===== config.mk =====
export PLATFORM = sky130hd
export DESIGN_NAME = corr_pktfifo
export DESIGN_NICKNAME = d
export VERILOG_FILES = /design/src/rtl/corr_pktfifo.sv
export SDC_FILE = /design/constraint.sdc
export NUM_CORES = 1
export LEC_CHECK = 0
export ABC_AREA = 1
export CAP_MARGIN = 0
export CORE_ASPECT_RATIO = 0.8
export CORE_UTILIZATION = 50
export DETAILED_ROUTE_END_ITERATION = 8
export PLACE_DENSITY = 0.76
export SYNTH_ARGS = -nofsm -noshare
export SYNTH_HDL_FRONTEND = slang
export SYNTH_SLANG_ARGS = --single-unit

===== constraint.sdc =====
create_clock -name i_clk -period 9.1 [get_ports i_clk]
set_input_delay 1.82 -clock i_clk [delete_from_list [all_inputs] [get_ports i_clk]]
set_output_delay 1.82 -clock i_clk [all_outputs]
set_load 0.02 [all_outputs]

===== src/rtl/corr_pktfifo.sv =====
// Per-pair byte FIFO: atomic packet admission, byte-wise drain.
// Rejected packets are counted in a saturating drop counter.
module corr_pktfifo #(
    parameter  int PKT_BYTES = 5,
    parameter  int DEPTH     = 10,
    localparam int CNT_W     = $clog2(DEPTH + 1)
) (
    input  logic                   i_clk,
    input  logic                   i_rst_n,
    input  logic                   i_cg,
    input  logic [PKT_BYTES*8-1:0] i_pkt_data,
    input  logic                   i_pkt_valid,
    output logic [7:0]             o_data,
    output logic                   o_empty,
    input  logic                   i_pop,
    input  logic                   i_flush,
    output logic [CNT_W-1:0]       o_count,
    output logic [7:0]             o_nDropped
);

    localparam int PTR_W = (DEPTH > 1) ? $clog2(DEPTH) : 1;
    localparam int SUM_W = CNT_W + 1;

    logic [7:0]       mem_q [DEPTH];
    logic [PTR_W-1:0] rd_ptr_q, rd_ptr_d;
    logic [PTR_W-1:0] wr_ptr_q, wr_ptr_d;
    logic [CNT_W-1:0] count_q, count_d;
    logic [7:0]       n_drop_q, n_drop_d;

    logic             push, pop, flush;
    logic             accept, reject, do_pop;
    logic [CNT_W-1:0] space;

    // Non-power-of-2 wrap: both operands are below DEPTH, one subtract suffices.
    function automatic logic [PTR_W-1:0] wrap_add(
        input logic [PTR_W-1:0] p,
        input logic [SUM_W-1:0] n
    );
        logic [SUM_W-1:0] s;
        s = SUM_W'(p) + n;
        if (s >= SUM_W'(DEPTH)) s = s - SUM_W'(DEPTH);
        return PTR_W'(s);
    endfunction

    // Event qualification, admission decision and next-state.
    always_comb begin
        push     = i_cg & i_pkt_valid;
        pop      = i_cg & i_pop;
        flush    = i_cg & i_flush;
        space    = CNT_W'(DEPTH) - count_q;
        accept   = push && !flush && (space >= CNT_W'(PKT_BYTES));
        reject   = push && !flush && !accept;
        do_pop   = pop && !flush && (count_q != '0);
        rd_ptr_d = rd_ptr_q;
        wr_ptr_d = wr_ptr_q;
        count_d  = count_q;
        n_drop_d = n_drop_q;
        if (flush) begin
            rd_ptr_d = '0;
            wr_ptr_d = '0;
            count_d  = '0;
            n_drop_d = '0;
        end else begin
            if (accept) wr_ptr_d = wrap_add(wr_ptr_q, SUM_W'(PKT_BYTES));
            if (do_pop) rd_ptr_d = wrap_add(rd_ptr_q, SUM_W'(1));
            count_d = count_q
                    + (accept ? CNT_W'(PKT_BYTES) : '0)
                    - (do_pop ? CNT_W'(1) : '0);
            if (reject && n_drop_q != 8'hFF) n_drop_d = n_drop_q + 8'd1;
        end
    end

    // Control state registers.
    always_ff @(posedge i_clk or negedge i_rst_n) begin
        if (!i_rst_n) begin
            rd_ptr_q <= '0;
            wr_ptr_q <= '0;
            count_q  <= '0;
            n_drop_q <= '0;
        end else begin
            rd_ptr_q <= rd_ptr_d;
            wr_ptr_q <= wr_ptr_d;
            count_q  <= count_d;
            n_drop_q <= n_drop_d;
        end
    end

    // Byte storage, not reset; whole packet written in one cycle.
    always_ff @(posedge i_clk) begin
        if (accept) begin
            for (int k = 0; k < PKT_BYTES; k++) begin
                mem_q[wrap_add(wr_ptr_q, SUM_W'(k))] <= i_pkt_data[k*8 +: 8];
            end
        end
    end

    // Pointer distance must always match occupancy.
    always @(posedge i_clk) begin
        if (i_rst_n) begin
            assert (((int'(wr_ptr_q) - int'(rd_ptr_q) + DEPTH) % DEPTH)
                    == (int'(count_q) % DEPTH));
        end
    end

    assign o_data     = mem_q[rd_ptr_q];
    assign o_empty    = (count_q == '0);
    assign o_count    = count_q;
    assign o_nDropped = n_drop_q;

endmodule


# After elaboration in Yosys (flattened, before gate mapping)
# Memories as Yosys holds them, arrays and structs flattened.
# Index checks and enable logic that the tools add are counted.
[totals]
word_cells = 70
reg_bits = 20
out_inout_bits = 21
n_memories = 1
ram_bits = 80
[mem_list]
columns = ["name", "words", "word_bits", "read_ports", "rd_ports_with_merged_regs", "wr", "line_no", "source"]
rows = [
  ["mem_q", 10, 8, 1, 0, 5, "24", "logic [7:0] mem_q [DEPTH];"],
]
[op_classes]
n_bitwise = 3
muxes = 23
n_reduce_logical = 13
order_cmp = 8
n_addsub = 17
eq_ne = 1
[ops]
columns = ["cell", "n"]
rows = [
  ["4-bit 2-to-1 mux", 17],
  ["5-bit by 4-bit greater-or-equal comparator with 1-bit output, second input constant", 6],
  ["4-bit subtractor, second input constant", 7],
  ["8-bit 2-to-1 mux", 2],
  ["4-bit by 1-bit adder with 5-bit output, second input constant", 2],
  ["4-bit by 2-bit adder with 5-bit output, second input constant", 2],
  ["4-bit by 3-bit adder with 5-bit output, second input constant", 2],
  ["8-bit by 1-bit adder with 8-bit output, second input constant", 1],
  ["8-bit != test, second input constant", 1],
  ["1-bit logical AND", 6],
  ["2-bit nonzero test", 3],
  ["4-bit by 3-bit adder with 4-bit output", 1],
  ["4-bit by 3-bit greater-or-equal comparator with 1-bit output, second input constant", 1],
  ["4-bit greater-or-equal comparator, second input constant", 1],
  ["4-bit zero test", 1],
  ["4-bit nonzero test", 1],
  ["4-bit by 1-bit subtractor with 4-bit output", 1],
  ["4-bit subtractor, first input constant", 1],
  ["1-bit AND", 3],
  ["1-bit 2-to-1 mux", 3],
  ["3-bit 2-to-1 mux", 1],
  ["1-bit zero test", 2],
]

# Depth between registers and ports, before layout
[logic_depth]
depth_word = 9
mapped_depth = 19
ltp_nobuf = 18

# Least setup slack after synthesis
# OpenSTA, ideal clock, no wires.
[synth_path]
kind = "input -> register"
startpoint = "input i_flush"
endpoint = "memory mem_q[3][0], enable pin"
path_slack_ns = 5.499
cell_stages = 10
setup_time_ns = 0.377
required_time_ns = 8.723
path_buffers = 1
t_arrival_ns = 3.223
path_cell_list = "inv_1 -> nand3_1 -> inv_1 -> nand2_2 -> nor2_4 -> inv_1 -> nor2_2 -> buf_2 -> a21oi_1 -> o2111ai_1"
[synth_lines]
columns = ["element", "line_no", "source"]
rows = [
  ["start: declaration", "16", "input logic i_flush,"],
  ["end: declaration", "24", ""],
]

# Worst setup path in the final report
[layout_path]
startpoint = "register rd_ptr_q[0]"
endpoint = "output o_data[3]"
[layout_via]
elab_chain_cells = 1
[layout_rtl]
columns = ["element", "line_no", "source"]
rows = [
  ["start: declaration", "25", "logic [PTR_W-1:0] rd_ptr_q, rd_ptr_d;"],
  ["start signal: assignment", "81", "rd_ptr_q <= rd_ptr_d;"],
  ["memory 10 x 8 bit", "--", ""],
  ["end: declaration", "13", "output logic [7:0] o_data,"],
]
# Every way passes these cells.

==> results_dict.tcl <==
set metrics [dict create \
    grt_pass1_vias 8665 \
    vias 10260 \
    grt_pass1_wl_um 51600 \
    grt_use_total_pct 35.5 \
    synth_area_leader_cell "edfxtp_1" \
    syn-num-nets 1507 \
    clk_pin_slew_ns 0.08 \
    multiInputGateArea_um2 5740 \
    ir_worst_vdd_mv 0.317 \
    cts_buffer_depth 2 \
    netlist.area_leader.share_pct 25.7 \
    die_width_um 155 \
    worst-setup-path-type "flip-flop to output pin" \
    skew_ns 0.0106 \
    gp_congestion 1.11 \
    die_h_um 124 \
    antenna_found_initial 0 \
    rsz0062_at_grt "no" \
    clock-root-buffer "clkbuf_16" \
    cts_buffers 9 \
    finalWorstSetupSlack_ns 4.30 \
    grt-ovfl-total 0 \
    cts_resized 0 \
    max_cap_viol_count 0 \
    final_cell_mix "nand2_1, a21oi_1, nor2_1" \
    vias_per_cell 5.97 \
    whs_ns 0.529 \
    cp_data_arrival_time_ns 2.98 \
    diodes 0 \
    cellPowerDensity_nw_per_um2 250 \
    hpwl_um 25400 \
    yosysSeqAreaShare_pct 31.0 \
    nets 1533 \
    core-area_um2 18200 \
    cp-start-kind "flip-flop" \
    layout-drive-gt1-share_pct 6.89 \
    tritoncts "built" \
    dr.pass1.iters 6 \
    grt_max_degree 46 \
    yosys-top-cells-area "edfxtp_1, nand2_1, a21oi_1, dfrtp_1, nand3_1" \
    final_antenna_net_count 0 \
    dp_slack_ns 4.47 \
    clkLatencyLatePin_ns 0.37 \
    crit_family "buffers and inverters" \
    regArea_um2 2900 \
    avgSynthCellArea_um2 6.52 \
    dieArea_um2 19300 \
    syn_inst 1434 \
    max_slew.worst_pin.slew_ns 1.18 \
    clock-sinks 100 \
    drc 0 \
    rows 44 \
    setup_violations 0 \
    required_ns 7.28 \
    yosys_most_used_dff "edfxtp_1" \
    hold_class "flip-flop to flip-flop" \
    numPortBuffers 66 \
    critPathMaxStageDelay_ns 0.84 \
    cts_setup_buffers 0 \
    area_growth_pct 10.8 \
    crit_path_end_kind "output pin" \
    holdBufCountCts 0 \
    slew_headroom_pct 21.6 \
    cpMostUsedCell "o22ai_1" \
    period_minus_slack_ns 4.80 \
    slowest_stage "inv_1" \
    fillerInstances 1808 \
    cellLeakagePower_nw 4.69 \
    dr.first_iter.drc_count 1615 \
    hold_viol_final 0 \
    ios 67 \
    min_period_over_period_pct 52.8 \
    wl_um 34000 \
    synth_seq_cells 100 \
    htree_levels 3 \
    status "finished clean" \
    syn_area_um2 9350 \
    synthArstFlopShare_pct 20.0 \
    yosysWarningCount 0 \
    worstPathCellList "inv_1, o21ai_0, o22ai_1, nor2_1, o22ai_1, clkdlybuf4s50_1" \
    path_buf_inv 2 \
    wl_per_cell_um 19.8 \
    synth-edff-count 80 \
    start_util_pct 51.3 \
    synth_cell_types 45 \
    fmax_mhz 208 \
    setup_tns_ns 0 \
    slew_viol_final 0 \
    path_max_fanout 40 \
    final_common_cell "nand2_1" \
]
==> where the power goes <==
group | total, mW | switching, mW | internal [mW]
clock network | 0.398 | 0.197 | 0.201
registers | 0.684 | 0.0739 | 0.610
logic | 1.51 | 1.07 | 0.435
total | 2.59 | 1.34 | 1.25
==> layer usage <==
metal	vias up	GRT usage, %	part of all wire [%]
li1	4766	-	-
met1	4604	52.8	42
met2	790	47.2	39
met3	100	11.8	15
met4	0	12.2	3.3
met5	-	0	0
==> registers in the layout (all words and copies together), names as in the netlist <==
signal	count
o_count	4
mem_q	80
wr_ptr_q	4
o_nDropped	8
rd_ptr_q	4
==> worst paths after layout <==
| path | slack, ns | to | cells past startpoint | startpoint |
|---|---|---|---|---|
| worst max register to register | 4.92 | mem_q[3][5]$_DFFE_PP_ | 12 | wr_ptr_q[1]$_DFFE_PN0P_ |
| worst min register to register | 0.53 | o_nDropped[3]$_DFFE_PN0P_ | 1 | o_nDropped[3]$_DFFE_PN0P_ |
| worst max-delay path | 4.30 | o_data[3] | 6 | rd_ptr_q[0]$_DFFE_PN0P_ |
| max in group asynchronous | 6.56 | rd_ptr_q[3]$_DFFE_PN0P_ | 1 | i_rst_n |
| min in group asynchronous | 1.97 | o_nDropped[6]$_DFFE_PN0P_ | 1 | i_rst_n |
| worst min-delay path | 0.53 | o_nDropped[3]$_DFFE_PN0P_ | 1 | o_nDropped[3]$_DFFE_PN0P_ |
==> cell usage after synthesis (3+ instances only) <==
cell type and instances:
nand2_1 577, a21oi_1 153, nor2_1 112, nand3_1 97, edfxtp_1 80, inv_1 68
o21ai_0 67, o22ai_1 29, clkinv_1 25, ha_1 25, clkbuf_1 23, nor2_2 21
dfrtp_1 20, inv_2 14, nor3_1 13, xor2_1 11, nor2_4 10, buf_2 9
nand2_2 8, nor2_8 8, buf_1 7, buf_6 6, a21oi_2 5, nand3_4 5
nand3b_1 5, buf_4 4, buf_8 3, nand2_4 3, nand3_2 3, o2111ai_1 3
o21ai_1 3
==> worst register-to-register path, stage by stage, from the launching register on <==
cell and delay, ns:
dfrtp_1 0.67, inv_1 0.38, ha_1 0.59, inv_1 0.24
ha_1 0.29, nand2_1 0.07, nand2_1 0.14, nand2_1 0.18
nand2_1 0.10, nand3_1 0.16, inv_1 0.08, nand2_1 0.25
o2111ai_1 0.58
==> final cells by class <==
type | instances | area share, %
repair buffers | 67 | 6.45
flip-flops and latches | 100 | 28.0
well taps | 253 | 3.06
clock buffers | 9 | 2.17
clock inverters | 7 | 0.930
multi-input cells | 1174 | 55.4
inverters | 108 | 3.94
==> kinds of logic (layout without fill, tap and decap cells) <==
family / after synthesis / in the layout / synth area share (%)
DFF: 100 / 100 / 31.0
xor gates and xnor gates: 14 / 14 / 1.47
AOI/OAI and AO/OA: 267 / 267 / 15.3
adders and majority gates: 27 / 27 / 3.77
buffers and inverters: 160 / 191 / 7.57
and+or+nand+nor: 866 / 866 / 40.8
==> stage by stage <==
stage / instance area (um2) / instances / util (%) / total power [mW]
2_1_floorplan: 9350 / 1434 / - / 1.73
3_3_place_gp: 10000 / 1702 / 55.1 / 2.15
3_5_place_dp: 10000 / 1702 / 55.1 / 2.16
4_1_cts: 10400 / 1718 / 56.8 / 2.56
5_1_grt: 10400 / 1718 / 56.8 / 2.74
6_report: 10400 / 1718 / 56.8 / 2.59
No activity file was read; power rests on OpenSTA's default activity.
